<file path="config.mk">
export PLATFORM = sky130hd
export DESIGN_NAME = press_generator
export DESIGN_NICKNAME = d
export VERILOG_FILES = /design/src/rtl/press_generator.sv
export SDC_FILE = /design/constraint.sdc
export NUM_CORES = 1
export LEC_CHECK = 0
export CAP_MARGIN = 20
export CORE_MARGIN = 4
export CORE_UTILIZATION = 35
export CTS_BUF_LIST = sky130_fd_sc_hd__clkbuf_2
export DETAILED_ROUTE_END_ITERATION = 8
export SYNTH_ARGS = -nofsm -noshare
export SYNTH_HDL_FRONTEND = slang
export SYNTH_SLANG_ARGS = --single-unit
</file>
<file path="constraint.sdc">
create_clock -name clk_i -period 2.6 [get_ports clk_i]
set_input_delay 0.52 -clock clk_i [delete_from_list [all_inputs] [get_ports clk_i]]
set_output_delay 0.52 -clock clk_i [all_outputs]
set_load 0.02 [all_outputs]
</file>
<file path="src/rtl/press_generator.sv">
// press_generator: emulates an active-low push button. Each request produces a timed press followed by a release gap.
// Optional macro PRESS_BOUNCE_EN adds a 0,1,0,1 contact-bounce pattern at the start of every press.
`default_nettype none

module press_generator #(
    parameter int PRESS_CYCLES = 8,
    parameter int GAP_CYCLES   = 4,
    parameter int MAX_PENDING  = 3
) (
    input  logic       clk_i,
    input  logic       rst_ni,
    input  logic       req_i,
    output logic       button_no,
    output logic       busy_o,
    output logic [3:0] pending_o,
    output logic       done_o,
    output logic       drop_o
);

    localparam logic [7:0] PRESS_LOAD = 8'(PRESS_CYCLES - 1);
    localparam logic [7:0] GAP_LOAD   = 8'(GAP_CYCLES - 1);
    localparam logic [3:0] PEND_MAX   = 4'(MAX_PENDING);
`ifdef PRESS_BOUNCE_EN
    // Counter values in press cycles 0 and 2; the following cycle bounces high.
    localparam logic [7:0] BOUNCE_A   = 8'(PRESS_CYCLES - 1);
    localparam logic [7:0] BOUNCE_B   = 8'(PRESS_CYCLES - 3);
`endif

    typedef enum logic [1:0] {
        IDLE  = 2'd0,
        PRESS = 2'd1,
        GAP   = 2'd2
    } state_t;

    state_t     state;
    logic [7:0] cnt;
    logic [3:0] pending;

    logic is_idle;
    logic gap_end;
    logic consume;
    logic inc;
    logic dec;

    // A request arriving in IDLE with nothing queued starts the press itself.
    always_comb begin
        is_idle = (state == IDLE);
        gap_end = (state == GAP) && (cnt == 8'd0);
        consume = is_idle && (pending == 4'd0) && req_i;
        inc     = req_i && !consume;
        dec     = (is_idle && (pending != 4'd0)) ||
                  (gap_end && ((pending != 4'd0) || inc));
    end

    always_ff @(posedge clk_i or negedge rst_ni) begin
        if (!rst_ni) begin
            state     <= IDLE;
            cnt       <= 8'd0;
            pending   <= 4'd0;
            button_no <= 1'b1;
            done_o    <= 1'b0;
            drop_o    <= 1'b0;
        end else begin
            done_o <= 1'b0;
            drop_o <= 1'b0;

            if (inc && !dec) begin
                if (pending == PEND_MAX) begin
                    drop_o <= 1'b1;
                end else begin
                    pending <= pending + 4'd1;
                end
            end else if (dec && !inc) begin
                pending <= pending - 4'd1;
            end

            case (state)
                IDLE: begin
                    if (req_i || (pending != 4'd0)) begin
                        state     <= PRESS;
                        cnt       <= PRESS_LOAD;
                        button_no <= 1'b0;
                    end
                end
                PRESS: begin
                    if (cnt == 8'd0) begin
                        state     <= GAP;
                        cnt       <= GAP_LOAD;
                        button_no <= 1'b1;
                        done_o    <= 1'b1;
                    end else begin
                        cnt <= cnt - 8'd1;
`ifdef PRESS_BOUNCE_EN
                        button_no <= (cnt == BOUNCE_A) || (cnt == BOUNCE_B);
`endif
                    end
                end
                GAP: begin
                    if (cnt == 8'd0) begin
                        if (dec) begin
                            state     <= PRESS;
                            cnt       <= PRESS_LOAD;
                            button_no <= 1'b0;
                        end else begin
                            state <= IDLE;
                        end
                    end else begin
                        cnt <= cnt - 8'd1;
                    end
                end
                default: begin
                    state     <= IDLE;
                    cnt       <= 8'd0;
                    button_no <= 1'b1;
                end
            endcase
        end
    end

    assign busy_o    = (state != IDLE);
    assign pending_o = pending;

endmodule

`default_nettype wire

</file>
# == After elaboration in Yosys (flattened, before gate mapping) ==
# Index checks and enable logic that the tools add are counted.
# word_totals
wordCells,64
output_inout_bits,8
romBits,0
n_memories,0
latchBits,0
ramBits,0
ff_bits,17
# op_classes
mux,22
order_cmp,0
addsub,3
bitwise_logic,0
n_reduce_logical,24
shifts,0
n_eq_ne,9
mul,0
div,0
# ops
operator,n
two-way mux 8 bit,4
case mux 8 bit (3 select lines),1
two-way mux 4 bit,3
two-way mux 1 bit,9
logical AND 1 bit,8
logical NOT 8 bit,1
"subtractor 8 x 1 -> 8 bit, second input constant",1
two-way mux 2 bit,3
"inequality test 2 bit, second input constant",3
case mux 2 bit (3 select lines),1
"adder 4 x 1 -> 4 bit, second input constant",1
"equality test 4 x 2 -> 1 bit, second input constant",1
logical NOT 4 bit,1
"inequality test 2 x 1 -> 1 bit, second input constant",2
AND reduction 2 bit,2
AND reduction 4 bit,1
nonzero test 2 bit,2
nonzero test 4 bit,1
"subtractor 4 x 1 -> 4 bit, second input constant",1
logical NOT 1 bit,3
logical OR 1 bit,3
"inequality test 3 bit, second input constant",1
case mux 1 bit (3 select lines),1
AND reduction 3 bit,1
3 further kinds,3

# == Longest topological paths before layout ==
# logic_depth
ltp_word,12
mapped_depth,11

# == Worst setup path after synthesis ==
# Ideal clock, no wire load.
# synth_path
path_kind,register to register
from,reg cnt[0]
to,"reg pending[3], in the netlist pending_o[3]"
slack_ns,0.174
n_path_buf,0
t_required_ns,2.482
path_stages_with_launch,11
t_arrival_ns,2.308
synth_period_minus_slack_ns,2.426
cell_sequence,dfrtp_1 -> inv_1 -> ha_1 -> nor3b_1 -> a21oi_1 -> o21ai_2 -> ha_1 -> a21o_1 -> a21o_1 -> mux2_2 -> a21o_1
# synth_via
elab_chain_cells,8
# synth_rtl
element,line_no,rtl
"start, declared",36,logic [7:0] cnt;
"start signal, assigned",92,cnt <= cnt - 8'd1;
"start signal, assigned",108,cnt <= cnt - 8'd1;
logical NOT 8 bit *,48,gap_end = (state == GAP) && (cnt == 8'd0);
logical AND 1 bit *,48,
logical AND 1 bit *,52,(gap_end && ((pending != 4'd0) || inc));
logical OR 1 bit *,51,dec = (is_idle && (pending != 4'd0)) ||
logical NOT 1 bit,67,if (inc && !dec) begin
logical AND 1 bit,67,
inequality test 2 bit (no line) / nonzero test 2 bit (equally long branches),--,
AND reduction 2 bit (no line),--,
"end signal, assigned",71,pending <= pending + 4'd1;
"end signal, assigned",74,pending <= pending - 4'd1;
"end, declared",37,logic [3:0] pending;
# Every way passes the cells marked *; elsewhere a longest branch is shown, timed or not.
# A chain may end at the register's enable or synchronous reset.

# == Worst setup path after layout ==
# Ends and elaborated chain as after synthesis.

==> results.md <==
* Worst skew pair latency at 300 ps
* RSZ-0062 raised after global routing: false
* Share of layout cells above drive strength 1 at 0.246
* Die H at 62.4 um
* F_max at 408 MHz
* Post-synthesis sequential area ratio at 0.412
* Worst min-delay path startpoint: button_no
* Dominant synthesized flop cell: dfrtp_1
* DIE AREA at 3890 sq um
* Hold WC Path Type: reg -> reg
* CTS tree: yes
* Synth top cells by count: dfrtp_1, nand2_1, nor2_1, inv_1, xor2_1
* Number of diodes at 0
* Setup TNS at 0 ps
* FF-to-FF Start: cnt[0]
* Worst setup EP type: flip-flop
* Max-slew violation count at 0
* Min Tclk post-route at 2450 ps
* DRC viols at 0
* Slew @ Worst Pin at 784 ps
* Post-synth top area cell: dfrtp_1
* Period utilisation layout at 0.942
* Hold_ws at 533 ps
* Max cap viols at 0
* Multi-input combinational cell area at 584 sq um
* Setup Viol. Count Final at 0
* Post-Syn Instances at 102
* Final core occ at 0.441
* Core area at 2780 sq um
* Mapped Nets at 109
* DRT Wirelength at 2.18 mm
* Nets@finish at 126
* Final ANT Viol Nets at 0
* PwrDens at 1210 nW/um^2
* IO Port Bufs at 10
* Synth async-reset ratio at 1.00
* Wire per inst at 14.6 um
* Largest net degree at the start of global routing at 18
* Worst-path maximum fanout at 6
* First-pass GRT wire length at 3.84 mm
* Global route overflow at 0
* Ranking of synthesized cells by area: dfrtp_1, mux2_2, xor2_1, ha_1, nand2_1
* Skew final at 2.43 ps
* Crit path required time at 2820 ps
* Top Ports at 11
* Register area at 427 sq um
* DRT iter0 DRCs at 32
* Crit Path Class: reg -> reg
* Setup WS post-layout at 151 ps
* Most common cell in the netlist: dfrtp_1
* Tot Pwr at 1490 uW
* Clock Path Buffers at 2
* Hold Fails Final Rpt at 0
* Unique cell type count in the Yosys netlist at 38
* Vias at 818
* CP startpoint: cnt[0]
* Synth Area per Inst at 10.1 sq um
* GRT Util Overall at 0.119
* P&R area growth vs syn at 18.5%
* HPWL Detailed at 1.65 mm
* Number of antenna violations at the first check in global routing at 0
* Via density at 5.49
* Fillers at 266
* Starting density of the core at 0.372
* Status: finished, final reports clean
* Clk root buf: clkbuf_2
* #FFs+latches synth at 17
* Vias in the first global route at 833
* Startpoint Class: flip-flop
* CTS sink cnt at 17
* # rows at 19
* Slew HR at 0.475
* First drt pass iteration count at 4
* Post-synth EDFFs at 0
* CTS buffer count at 3
* RD Place Congestion at 0.756
* Yosys warns at 0
* Clk slew on worst S/H paths at 170 ps
* LEAKAGE at 0.000528 uW
* Htree depth at 1
* Pre-CTS WS at 116 ps
* CTS Hold Bufs at 0
* Worst VDD drop at 0.000660 V
* WP data arrival at 2670 ps
* Mapped Area at 1030 sq um
* Post-synth top area share at 0.387
* Die W at 62.4 um
-- routing by layer --
layer / vias to the layer above / track usage / wire length, um
met1: 402 / 0.155 / 1020
met4: 0 / 0.0398 / 44
met3: 4 / 0.0270 / 62
met2: 8 / 0.194 / 1050
li1: 404 / - / -
met5: - / 0 / 0
-- final cells by class --
class / count / area share
multi-input cells: 77 / 0.477
flip-flops and latches: 17 / 0.348
repair buffers: 15 / 0.112
well taps: 31 / 0.0316
clock buffers: 4 / 0.0163
inverters: 5 / 0.0153
-- sequential cells by signal, indices dropped and copies added, names as in the netlist --
name / cells
cnt: 8
pending_o: 4
state: 2
button_no: 1
done_o: 1
drop_o: 1
-- critical path, stage by stage (launching register included) --
cell and delay [ps]:
dfrtp_1 420, inv_1 80, ha_1 240, nor3b_2 180, a21oi_2 220, o21ai_2 80, buf_4 170, ha_1 310
a21o_1 160, mux2_2 340, a21o_1 170
-- cells in the final DEF, fill, tap and decap left out, types with 2 or more instances in the layout --
cell,count
or4_4,2
a22oi_1,3
nand3b_1,2
a21o_1,3
dfrtp_1,16
o21ai_0,4
o2bb2ai_1,2
inv_1,5
buf_4,5
nor3_1,2
nor2_1,7
clkdlybuf4s50_1,10
or3_4,3
mux2_2,4
nand2_1,10
clkbuf_2,4
o22ai_1,2
nand3_1,2
a21oi_1,3
ha_1,3
o21ai_2,3
xor2_1,5
-- cell families after synthesis --
| logic type | Yosys count | synth area share |
|---|---|---|
| compound gates | 28 | 0.207 |
| xor+xnor | 6 | 0.0508 |
| fa+ha+maj | 4 | 0.0556 |
| buf+inv | 8 | 0.0314 |
| flops | 17 | 0.412 |
| mux | 4 | 0.0435 |
| simple gates | 35 | 0.200 |
-- what timing repair did --
| item | CTS | global route |
|---|---|---|
| gates resized for setup | 0 | 2 |
| endpoints found under the setup margin | 0 | 1 |
| setup buffers | 0 | 0 |
-- final timing paths --
kind	end	slack, ps	cells past startpoint
worst min-delay path	button_no	530	2
min in group asynchronous	cnt[6]	650	1
worst max-delay path	pending_o[3]	150	10
worst max register to register	pending_o[3]	150	10
worst min register to register	button_no	530	2
max in group asynchronous	pending_o[1]	1470	1
-- per-stage QoR --
stage / instances / cell area (sq um)
finish: 149 / 1230
global route: 149 / 1230
CTS: 149 / 1220
detailed placement: 145 / 1200
global placement: 145 / 1200
floorplan: 102 / 1030
-- report_power, final --
| part | switching (uW) | internal, uW | leakage [uW] |
|---|---|---|---|
| Sequential | 151 | 383 | 0.000207 |
| Combinational | 400 | 427 | 0.000305 |
| Clock | 87.2 | 40.8 | 0.0000166 |
Note: power is estimated with default switching activity, not from simulation.
